<file path="src/rtl/clock_pkg.sv">
// clock_pkg: shared widths, time struct and load-validity helper for the time-of-day counter
package clock_pkg;
  localparam int HOUR_W        = 5;
  localparam int MIN_W         = 6;
  localparam int SEC_W         = 6;
  localparam int SECS_PER_MIN  = 60;
  localparam int MINS_PER_HOUR = 60;
  typedef struct packed {
    logic [HOUR_W-1:0] hours;
    logic [MIN_W-1:0]  minutes;
    logic [SEC_W-1:0]  seconds;
  } time_t;
  function automatic logic valid_hm(input logic [HOUR_W-1:0] h, input logic [MIN_W-1:0] m, input int hpd);
    return (int'(h) < hpd) && (int'(m) < MINS_PER_HOUR);
  endfunction
endpackage

</file>
<file path="src/rtl/mod_counter.sv">
// mod_counter: loadable modulo counter whose wrap output chains into the next stage
module mod_counter #(
  parameter int MODULUS = 60,
  parameter int WIDTH   = 6
) (
  input  logic             clk,
  input  logic             reset,
  input  logic             inc,
  input  logic             load,
  input  logic [WIDTH-1:0] load_val,
  output logic [WIDTH-1:0] count,
  output logic             wrap
);
  assign wrap = inc && (count == WIDTH'(MODULUS - 1));
  // load wins over increment; increment wraps to zero at the top of the range
  always_ff @(posedge clk)
    if (reset) count <= '0;
    else if (load) count <= load_val;
    else if (inc) count <= wrap ? '0 : count + 1'b1;
endmodule

</file>
<file path="src/rtl/time_of_day_counter.sv">
// time_of_day_counter: wall-clock h:m:s from divided_clk edges with alarm; SNOOZE_EN adds snooze
module time_of_day_counter
  import clock_pkg::*;
#(
  parameter int HOURS_PER_DAY = 24,
  parameter int SNOOZE_MIN    = 5
) (
  input  logic              clk,
  input  logic              reset,
  input  logic              tick_in,
  input  logic              set_time,
  input  logic              set_alarm,
  input  logic [HOUR_W-1:0] set_hours,
  input  logic [MIN_W-1:0]  set_minutes,
  input  logic              alarm_en,
  input  logic              alarm_ack,
  input  logic              snooze,
  output logic [HOUR_W-1:0] hours,
  output logic [MIN_W-1:0]  minutes,
  output logic [SEC_W-1:0]  seconds,
  output logic              alarm_ring
);
  logic              r_tick_prev;
  logic              r_upd;
  logic              r_ring;
  logic [HOUR_W-1:0] r_alm_h;
  logic [MIN_W-1:0]  r_alm_m;
  logic              w_sec_tick;
  logic              w_set_ok;
  logic              w_alm_ok;
  logic              w_sec_inc;
  logic              w_sec_wrap;
  logic              w_min_wrap;
  logic              w_hour_wrap;
  logic              w_alm_hit;
  logic              w_snz_hit;
  logic              w_clear;
  time_t             w_now;

  assign w_sec_tick = tick_in & ~r_tick_prev;
  assign w_set_ok   = set_time & valid_hm(set_hours, set_minutes, HOURS_PER_DAY);
  assign w_alm_ok   = set_alarm & valid_hm(set_hours, set_minutes, HOURS_PER_DAY);
  assign w_sec_inc  = w_sec_tick & ~w_set_ok;

  mod_counter #(.MODULUS(SECS_PER_MIN), .WIDTH(SEC_W)) u_sec (
    .clk(clk), .reset(reset), .inc(w_sec_inc), .load(w_set_ok),
    .load_val('0), .count(seconds), .wrap(w_sec_wrap));
  mod_counter #(.MODULUS(MINS_PER_HOUR), .WIDTH(MIN_W)) u_min (
    .clk(clk), .reset(reset), .inc(w_sec_wrap), .load(w_set_ok),
    .load_val(set_minutes), .count(minutes), .wrap(w_min_wrap));
  mod_counter #(.MODULUS(HOURS_PER_DAY), .WIDTH(HOUR_W)) u_hour (
    .clk(clk), .reset(reset), .inc(w_min_wrap), .load(w_set_ok),
    .load_val(set_hours), .count(hours), .wrap(w_hour_wrap));

  assign w_now      = '{hours: hours, minutes: minutes, seconds: seconds};
  assign w_alm_hit  = r_upd & alarm_en & (w_now == time_t'{hours: r_alm_h, minutes: r_alm_m, seconds: '0});
  assign alarm_ring = r_ring;

  // edge history and a flag marking the first cycle after the counters took a new value
  always_ff @(posedge clk)
    if (reset) begin
      r_tick_prev <= 1'b0;
      r_upd       <= 1'b0;
    end else begin
      r_tick_prev <= tick_in;
      r_upd       <= w_sec_inc | w_set_ok;
    end

  // alarm time register, loaded only by a valid set_alarm
  always_ff @(posedge clk)
    if (reset) begin
      r_alm_h <= '0;
      r_alm_m <= '0;
    end else if (w_alm_ok) begin
      r_alm_h <= set_hours;
      r_alm_m <= set_minutes;
    end

  // ring latch: any clear source beats a simultaneous match
  always_ff @(posedge clk)
    if (reset) r_ring <= 1'b0;
    else r_ring <= w_clear ? 1'b0 : ((w_alm_hit | w_snz_hit) ? 1'b1 : r_ring);

`ifdef SNOOZE_EN
  logic              r_snz_pend;
  logic [HOUR_W-1:0] r_snz_h;
  logic [MIN_W-1:0]  r_snz_m;
  logic [MIN_W:0]    w_msum;
  logic              w_mwrap;
  logic [HOUR_W-1:0] w_tgt_h;
  logic [MIN_W-1:0]  w_tgt_m;
  logic              w_snz_cancel;
  assign w_msum       = {1'b0, minutes} + (MIN_W + 1)'(SNOOZE_MIN);
  assign w_mwrap      = w_msum >= (MIN_W + 1)'(MINS_PER_HOUR);
  assign w_tgt_m      = w_mwrap ? MIN_W'(w_msum - (MIN_W + 1)'(MINS_PER_HOUR)) : w_msum[MIN_W-1:0];
  assign w_tgt_h      = !w_mwrap ? hours : (hours == HOUR_W'(HOURS_PER_DAY - 1)) ? '0 : hours + 1'b1;
  assign w_snz_cancel = alarm_ack | ~alarm_en | set_alarm | set_time;
  assign w_snz_hit    = r_snz_pend & r_upd & alarm_en & (w_now == time_t'{hours: r_snz_h, minutes: r_snz_m, seconds: '0});
  assign w_clear      = alarm_ack | ~alarm_en | (snooze & r_ring);
  // snooze target capture; cancelled by ack, disarm or any load, consumed when it fires
  always_ff @(posedge clk)
    if (reset) begin
      r_snz_pend <= 1'b0;
      r_snz_h    <= '0;
      r_snz_m    <= '0;
    end else if (w_snz_cancel) r_snz_pend <= 1'b0;
    else if (snooze && r_ring) begin
      r_snz_pend <= 1'b1;
      r_snz_h    <= w_tgt_h;
      r_snz_m    <= w_tgt_m;
    end else if (w_snz_hit) r_snz_pend <= 1'b0;
`else
  logic w_unused;
  assign w_snz_hit = 1'b0;
  assign w_clear   = alarm_ack | ~alarm_en;
  assign w_unused  = snooze | (SNOOZE_MIN != 0) | w_hour_wrap;
`endif

`ifdef SNOOZE_EN
  logic w_unused_wrap;
  assign w_unused_wrap = w_hour_wrap;
`endif
endmodule

</file>
<file path="config.mk">
export PLATFORM = sky130hd
export DESIGN_NAME = time_of_day_counter
export DESIGN_NICKNAME = d
export VERILOG_FILES = /design/src/rtl/clock_pkg.sv /design/src/rtl/mod_counter.sv /design/src/rtl/time_of_day_counter.sv
export SDC_FILE = /design/constraint.sdc
export NUM_CORES = 1
export LEC_CHECK = 0
export CAP_MARGIN = 20
export CELL_PAD_IN_SITES_DETAIL_PLACEMENT = 1
export CELL_PAD_IN_SITES_GLOBAL_PLACEMENT = 1
export CORE_ASPECT_RATIO = 0.6
export CORE_UTILIZATION = 37
export CTS_CLUSTER_SIZE = 14
export DETAILED_ROUTE_END_ITERATION = 10
export PLACE_DENSITY_LB_ADDON = 0.2
export SLEW_MARGIN = 25
export SYNTH_ARGS = -nofsm -noshare
export SYNTH_HDL_FRONTEND = slang
export SYNTH_SLANG_ARGS = --single-unit
</file>
<file path="constraint.sdc">
create_clock -name clk -period 2.26 [get_ports clk]
set_clock_uncertainty 0.1 [all_clocks]
set_input_delay 0.452 -clock clk [delete_from_list [all_inputs] [get_ports clk]]
set_output_delay 0.452 -clock clk [all_outputs]
set_load 0.01 [all_outputs]
</file>
# Word level (Yosys, flattened, before mapping)

Cells that the tools add are included.

$add $sub $neg: 3
Magnitude comparators: 2
Eq/ne operators: 4
Muxes and demuxes: 7
Bitwise logic cells: 11
Reductions and logical operators: 8

Operator list:

| cell                                         | count |
|---|---|
| two-way mux 6 bit                            | 4 |
| equality test 17 bit                         | 1 |
| two-way mux 5 bit                            | 3 |
| adder 6 x 1 -> 6 bit (second input constant) | 2 |
| equality test 6 bit (second input constant)  | 2 |
| AND 1 bit                                    | 6 |
| < comparator 6 bit (second input constant)   | 1 |
| adder 5 x 1 -> 5 bit (second input constant) | 1 |
| equality test 5 bit (second input constant)  | 1 |
| < comparator 5 bit (second input constant)   | 1 |
| logical AND 1 bit                            | 4 |
| nonzero test 2 bit                           | 2 |
| OR reduction 2 bit                           | 2 |
| NOT 1 bit                                    | 3 |
| bitwise OR 1 bit                             | 2 |

Register bits after elaboration: 31
Output and inout port bits: 18
Word-level logic and storage cells: 43

# Longest topological paths before layout

Gate-level depths: netlist of run 1.

Depth after elaboration: 11
Depth in mapped cells: 6
Gate-level depth less buffers: 5

# Modules after synthesis

A second synthesis of run 1 with hierarchy kept.

Cell total of the unflattened synthesis: 191
Area total of the unflattened synthesis: 1746.7 um^2

By module, submodules not included:

| module                   | instances | cells an instance | area an instance (um^2) | seq. area each (um^2) |
|---|---|---|---|---|
| mod_counter at u_min ... | 2         | 45                | 402.9                   | 120.1 |
| time_of_day_counter      | 1         | 68                | 654.4                   | 280.3 |
| mod_counter at u_hour    | 1         | 33                | 286.5                   | 100.1 |

# Worst setup path before layout of run 1

No wires, ideal clock.

Kind: reg2reg
Start point: register u_min.count[0]
End point: register u_hour.count[4]
Arrival time: 1727 ps
Required time: 2069 ps
Slack: 342 ps
Cell stages (with the launch flop): 6
Path buffers: 0
Period minus slack after synthesis: 1918 ps
Cells stage by stage: dfxtp_1 -> ha_1 -> and4b_2 -> nand4_4 -> or4_1 -> a311oi_1

Cells in the longest elaborated chain, start to end: 6
Elaborated cells between the ends (all ways): 7
Classes of those cells: eq/ne: 1; mux: 3; reduce/logical: 3

Ends and longest elaborated chain:

| element                        | line              | source |
|---|---|---|
| start, declared                | mod_counter.sv:11 | `output logic [WIDTH-1:0] count,` |
| start signal, assigned         | mod_counter.sv:18 | `else if (load) count <= load_val;` |
| start signal, assigned         | mod_counter.sv:19 | `else if (inc) count <= wrap ? '0 : count + 1'b1;` |
| equality test 6 bit (*)        | mod_counter.sv:14 | `assign wrap = inc && (count == WIDTH'(MODULUS - 1));` |
| logical AND 1 bit (*)          | mod_counter.sv:14 |  |
| logical AND 1 bit              | mod_counter.sv:14 |  |
| two-way mux 5 bit (2 in a row) | mod_counter.sv:19 |  |
| two-way mux 5 bit              | mod_counter.sv:18 |  |
| end signal, assigned           | mod_counter.sv:18 |  |
| end signal, assigned           | mod_counter.sv:19 |  |
| end, declared                  | mod_counter.sv:11 |  |

Mark *: on every way between the ends. The rest lies on a longest branch, timed or not. The select of a mux whose other input is x is not followed.
A chain may end at the register's enable or synchronous reset.

# Worst setup path in the final report of run 1

Start point: input port tick_in
End point: register u_hour.count[4]

Cells in the longest elaborated chain, start to end: 8
Elaborated cells between the ends (all ways): 9
Classes of those cells: mux: 3; bitwise: 2; reduce/logical: 4

Ends and longest elaborated chain:

| element                            | line                      | source |
|---|---|---|
| start, declared                    | time_of_day_counter.sv:10 | `input logic tick_in,` |
| AND 1 bit (*)                      | time_of_day_counter.sv:40 | `assign w_sec_tick = tick_in & ~r_tick_prev;` |
| AND 1 bit (*)                      | time_of_day_counter.sv:43 | `assign w_sec_inc = w_sec_tick & ~w_set_ok;` |
| logical AND 1 bit (*) (2 in a row) | mod_counter.sv:14         |  |
| logical AND 1 bit                  | mod_counter.sv:14         |  |
| two-way mux 5 bit (2 in a row)     | mod_counter.sv:19         |  |
| two-way mux 5 bit                  | mod_counter.sv:18         |  |

Marks and branches as above.

==> results of run 1 <==
## per-layer routing
layer,global-route usage [%],vias up,part of all wire (%)
met2,37.6,40,45
met1,33.4,737,49
met5,0,-,0
met4,4.92,0,0.30
met3,4.29,2,5.5
li1,-,748,-
## where the power goes
group	internal (mW)	total (mW)	switching (mW)	leakage [nW]
combinational	0.130	0.239	0.110	0.554
clock	0.278	0.480	0.202	0.0515
sequential	0.578	0.619	0.0412	0.255
## kinds of logic (layout without fill, tap and decap cells)
family | Yosys count | after routing
multiplexers | 14 | 14
flip-flops | 31 | 31
buffers and inverters | 14 | 59
AND/OR/NAND/NOR | 73 | 73
XOR/XNOR | 14 | 14
adder cells (fa/ha/maj) | 4 | 4
AO/OA/AOI/OAI | 31 | 31
## stage by stage
step | instance area, um2 | hold slack (ns) | total power, mW | TNS (ns)
2_1_floorplan | 1640 | 0.385 | 0.743 | 0
3_3_place_gp | 2110 | 0.360 | 0.854 | 0
3_5_place_dp | 2110 | 0.401 | 0.866 | -0.280
4_1_cts | 2210 | 0.416 | 1.35 | 0
5_1_grt | 2210 | 0.439 | 1.40 | 0
6_report | 2210 | 0.405 | 1.34 | 0
## area by class of cell
class / count / area, um2
Fill cell: 513 / 1980
Timing Repair Buffer: 47 / 465
Tap cell: 60 / 75.1
Clock buffer: 8 / 100
Sequential cell: 31 / 621
Inverter: 4 / 15.0
Multi-Input combinational cell: 136 / 932
## sequential cells by signal, indices dropped and copies added (netlist names)
signal,cells
r_tick_prev,1
alarm_ring,1
u_hour.count,5
u_min.count,6
r_alm_m,6
r_upd,1
r_alm_h,5
u_sec.count,6
## cell usage in the layout, fill, tap and decap left out, types with 2 or more instances in the layout
cell and n:
clkdlybuf4s50_1 35, a211oi_1 7, nand2_1 7, mux2i_1 14
xnor2_1 12, nor2b_1 2, inv_1 4, buf_12 2
and2_2 2, nor3_1 2, nor2_1 30, or3_1 3
nand4_1 5, nand3b_1 3, a311oi_1 5, clkbuf_8 7
ha_1 4, o21ai_0 5, a21oi_1 5, and3_1 3
xor2_1 2, nand3_1 6, dfxtp_1 31, buf_4 10
or4_1 2
## worst register-to-register path, cell delays in order (launching register included)
cell and delay (ns):
dfxtp_1 0.46, and4b_1 0.47, nand4_4 0.15, or4_1 0.45
a311oi_1 0.30
## worst paths after layout
check,to,slack [ns],depth (start not counted)
min,alarm_ring,0.40,1
max reg2reg,u_hour.count[4],0.23,4
max,u_hour.count[4],0.17,5
min reg2reg,alarm_ring,0.40,1
==> impl_metrics.json, run 1 <==
{
  "status": "finished clean",
  "critPathArrivalTime_ns": 2.17,
  "synth-compound-area-share_pct": 13.5,
  "maxCapViolCount": 0,
  "synth_edf_count": 0,
  "grt_max_degree": 29,
  "place_inst": 278,
  "port_buffers": 35,
  "ys_types": 42,
  "synth_area_per_cell_um2": 9.07,
  "hp-start": "alarm_ring",
  "diodes": 0,
  "synth_area_leaders": "dfxtp_1 (38%), mux2i_1 (8.5%), nor2_1 (6.9%), xnor2_1 (6.4%), a211oi_1 (3.2%)",
  "layout_setup_ws_ns": 0.167,
  "hold_class": "reg2reg",
  "finalHoldViolCount": 0,
  "pin_count": 37,
  "insertion_delay_ns": 0.27,
  "synthXorXnorAreaFrac_pct": 7.47,
  "leakage_nw": 0.860,
  "die_w_um": 88.0,
  "peakVddDrop_mv": 0.286,
  "synthAdderAreaFrac_pct": 3.05,
  "drtIter0Drc": 76,
  "place_ws_ns": -0.0924,
  "yosysWarnings": 0,
  "routedWlPerCell_um": 17.7,
  "clock-sinks": 31,
  "syn_nets": 204,
  "setup_viol": 0,
  "netlist.area_leader.share_pct": 37.8,
  "yosysMostFrequentCell": "dfxtp_1",
  "gp_congestion": 0.792,
  "period_needed_ns": 2.09,
  "slowest_stage": "clkdlybuf4s50_1",
  "cts_tree": "done",
  "drc": 0,
  "start_util_pct": 39.2,
  "grt_setup_unrepaired": "no",
  "worstPathRequired_ns": 2.34,
  "crit_chain": "clkdlybuf4s50_1 > and3b_1 > nand4_4 > or4_1 > a311oi_1",
  "fin_cells": 286,
  "clkTransAtPathRegs_ns": 0.06,
  "critPathMaxFanout": 4,
  "grt_pass1_wl_um": 8110,
  "drive_above_1_share_pct": 11.1,
  "nets": 248,
  "cts-root-buf": "clkbuf_8",
  "die_h_um": 53.6,
  "vias_per_cell": 5.34,
  "critPathCaptureType": "flop",
  "cts_made_buffers": 5,
  "postRouteAntennaNets": 0,
  "slew_violations": 0,
  "dr.pass1.iters": 4,
  "start_kind": "input pin",
  "die-area_mm2": 0.00472,
  "critPathLaunch": "tick_in",
  "max_slew_margin_pct": 64.5,
  "yosys.area_share.simple_pct": 24.2,
  "finalCritPeriodShare_pct": 92.6,
  "utilization_pct": 52.7,
  "yosysSeqAreaShare_pct": 37.8,
  "grt_usage_pct": 23.5,
  "grt_pass1_vias": 1592,
  "synth.ff_latch_count": 31,
  "worst-setup-path-type": "in2reg",
  "synth.area.mux_share_pct": 8.54,
  "core_area_mm2": 0.00419,
  "worst_slew_pin_slew_ns": 0.532,
  "max_stage_delay_ns": 0.53,
  "synth_top_family_by_area": "simple AND/OR/NAND/NOR gates",
  "antenna_found_initial": 0,
  "synthesis.area_mm2": 0.00164,
  "htree_levels": 2,
  "yosysTopAreaCell": "dfxtp_1",
  "r2r-start": "u_sec.count[3]",
  "crit_family": "simple AND/OR/NAND/NOR gates",
  "synthTopCellsByCount": "dfxtp_1 (31), nor2_1 (30), mux2i_1 (14)",
  "ctsHoldBuffers": 0,
  "crit_buf_inv": 1,
  "synth_flop_cell": "dfxtp_1",
  "fmax_mhz": 478,
  "rows": 18,
  "async_reset_ff_share_pct": 0,
  "hpwl_um": 3820,
  "power_density_mw_per_mm2": 606,
  "globalRoute.totalOverflow": 0,
  "synthCells": 181,
  "post-cts-setup-buffers": 0,
  "drt_wl_total_um": 5070,
  "clock_path_buffers": 2,
  "vias": 1527,
  "syn2layout_area_growth_pct": 34.5,
  "cts_resized": 0
}
(Power assumes the default switching activity.)
==> run 2: changes to the inputs <==
CORE_MARGIN = 2   (was not set)
SLEW_MARGIN = 10   (was 25)
==> run 2 against run 1 <==
Clock power is 7.9% lower. Global-route usage is 2.1 points lower. Flip-flop and latch count stayed put. Routed wire length is 1.0% lower. Register-to-register slack better by 0.04 ns. Critical path type unchanged.
==> impl_metrics.json, run 2 (same netlist as run 1, synthesis figures left out) <==
{
  "start_kind": "input pin",
  "rows": 18,
  "core_area_mm2": 0.00419,
  "cts-root-buf": "clkbuf_8",
  "vias_per_cell": 5.41,
  "globalRoute.totalOverflow": 0,
  "cts_made_buffers": 5,
  "cts_tree": "done",
  "clock-sinks": 31,
  "hold_class": "reg2reg",
  "syn2layout_area_growth_pct": 34.7,
  "fmax_mhz": 487,
  "ctsHoldBuffers": 0,
  "critPathArrivalTime_ns": 2.14,
  "fin_area_mm2": 0.00221,
  "worst_slew_pin_slew_ns": 0.565,
  "drive_above_1_share_pct": 11.9,
  "nets": 250,
  "worstPathRequired_ns": 2.35,
  "antenna_found_initial": 0,
  "finalCritPeriodShare_pct": 90.9,
  "clock_path_buffers": 2,
  "slew_violations": 0,
  "setup_viol": 0,
  "final_cell_mix": "clkdlybuf4s50_1 (35), dfxtp_1 (31), nor2_1 (30)",
  "hpwl_um": 3780,
  "postRouteAntennaNets": 0,
  "insertion_delay_ns": 0.28,
  "clkTransAtPathRegs_ns": 0.07,
  "final_common_cell": "clkdlybuf4s50_1",
  "die_w_um": 90.0,
  "grt_setup_unrepaired": "no",
  "grt_pass1_wl_um": 8510,
  "status": "finished clean",
  "power_density_mw_per_mm2": 587,
  "start_util_pct": 39.2,
  "dr.pass1.iters": 4,
  "vias": 1554,
  "drt_wl_total_um": 5010,
  "routedWlPerCell_um": 17.5,
  "port_buffers": 35,
  "max_slew_margin_pct": 62.2,
  "placed_cell_area_mm2": 0.00212,
  "reg.largest.list": "r_alm_m x6, u_min.count x6, u_sec.count x6",
  "leakage_nw": 0.864,
  "worst-setup-path-type": "in2reg",
  "die-area_mm2": 0.00500,
  "htree_levels": 2,
  "drtIter0Drc": 108,
  "maxCapViolCount": 0,
  "grt_pass1_vias": 1637,
  "peakVddDrop_mv": 0.333,
  "period_needed_ns": 2.06,
  "max_stage_delay_ns": 0.51,
  "crit_chain": "clkdlybuf4s50_1 > and3b_1 > buf_4 > nand3_1 > a211o_1 > a311oi_1",
  "critPathMaxFanout": 5,
  "cts_resized": 0,
  "post-cts-setup-buffers": 0,
  "fin_cells": 287,
  "gp_congestion": 0.757,
  "drc": 0,
  "die_h_um": 55.6,
  "slowest_stage": "clkdlybuf4s50_1",
  "critPathCaptureType": "flop",
  "pin_count": 37,
  "diodes": 0,
  "grt_max_degree": 29,
  "place_inst": 280,
  "finalHoldViolCount": 0,
  "grt_usage_pct": 21.4
}
==> run 2: cell count changes in the layout (fill, tap and decap cells not counted) <==
cell | before | now
clkbuf_1 | 1 | 0
clkbuf_8 | 7 | 6
buf_4 | 10 | 12
clkinv_2 | 0 | 1
==> run 2: per-stage QoR <==
| stage | total power, mW | utilization, % | hold slack, ns | TNS, ns | setup slack, ns |
|---|---|---|---|---|---|
| after CTS | 1.31 | 52.8 | 0.408 | 0 | 0.188 |
| after global routing | 1.37 | 52.8 | 0.439 | 0 | 0.0987 |
| after detailed placement | 0.867 | 50.7 | 0.387 | -0.288 | -0.0968 |
| final | 1.30 | 52.8 | 0.406 | 0 | 0.205 |
| after global placement | 0.853 | 50.7 | 0.360 | -0.0107 | -0.0107 |
| after floorplan | 0.743 | - | 0.385 | 0 | 0.342 |
==> run 2: cell type report <==
class | instances | area, um2
clock inverter | 1 | 5.00
sequential | 31 | 621
inverter | 4 | 15.0
clock buffer | 6 | 82.6
fill | 495 | 1980
timing repair buffer | 49 | 480
multi-input combinational | 136 | 932
tap | 60 | 75.1
==> run 2: path summary, 6_finish.rpt <==
| path | start | end | slack [ns] | depth (start not counted) |
|---|---|---|---|---|
| worst max-delay path | tick_in | u_min.count[2] | 0.20 | 6 |
| worst min-delay path | alarm_ring | alarm_ring | 0.41 | 1 |
| worst max register to register | u_sec.count[3] | u_hour.count[4] | 0.27 | 4 |
| worst min register to register | alarm_ring | alarm_ring | 0.41 | 1 |
==> run 2: metal layers <==
layer	GRT usage, %	wire length, um	vias to the layer above
li1	-	-	747
met1	30.0	2420	754
met4	5.27	44	0
met5	0	0	-
met3	5.69	336	6
met2	33.1	2210	47
==> run 2: power breakdown <==
group / internal, mW / switching [mW] / total [mW]
sequential: 0.578 / 0.0400 / 0.618
clock: 0.239 / 0.203 / 0.442
combinational: 0.130 / 0.109 / 0.239
==> run 2: worst max-delay path, delay by kind of cell <==
kind | cells | cell delay, ns
AND/OR/NAND/NOR | 2 | 0.42
AO/OA/AOI/OAI | 2 | 0.56
buffers and inverters | 2 | 0.70
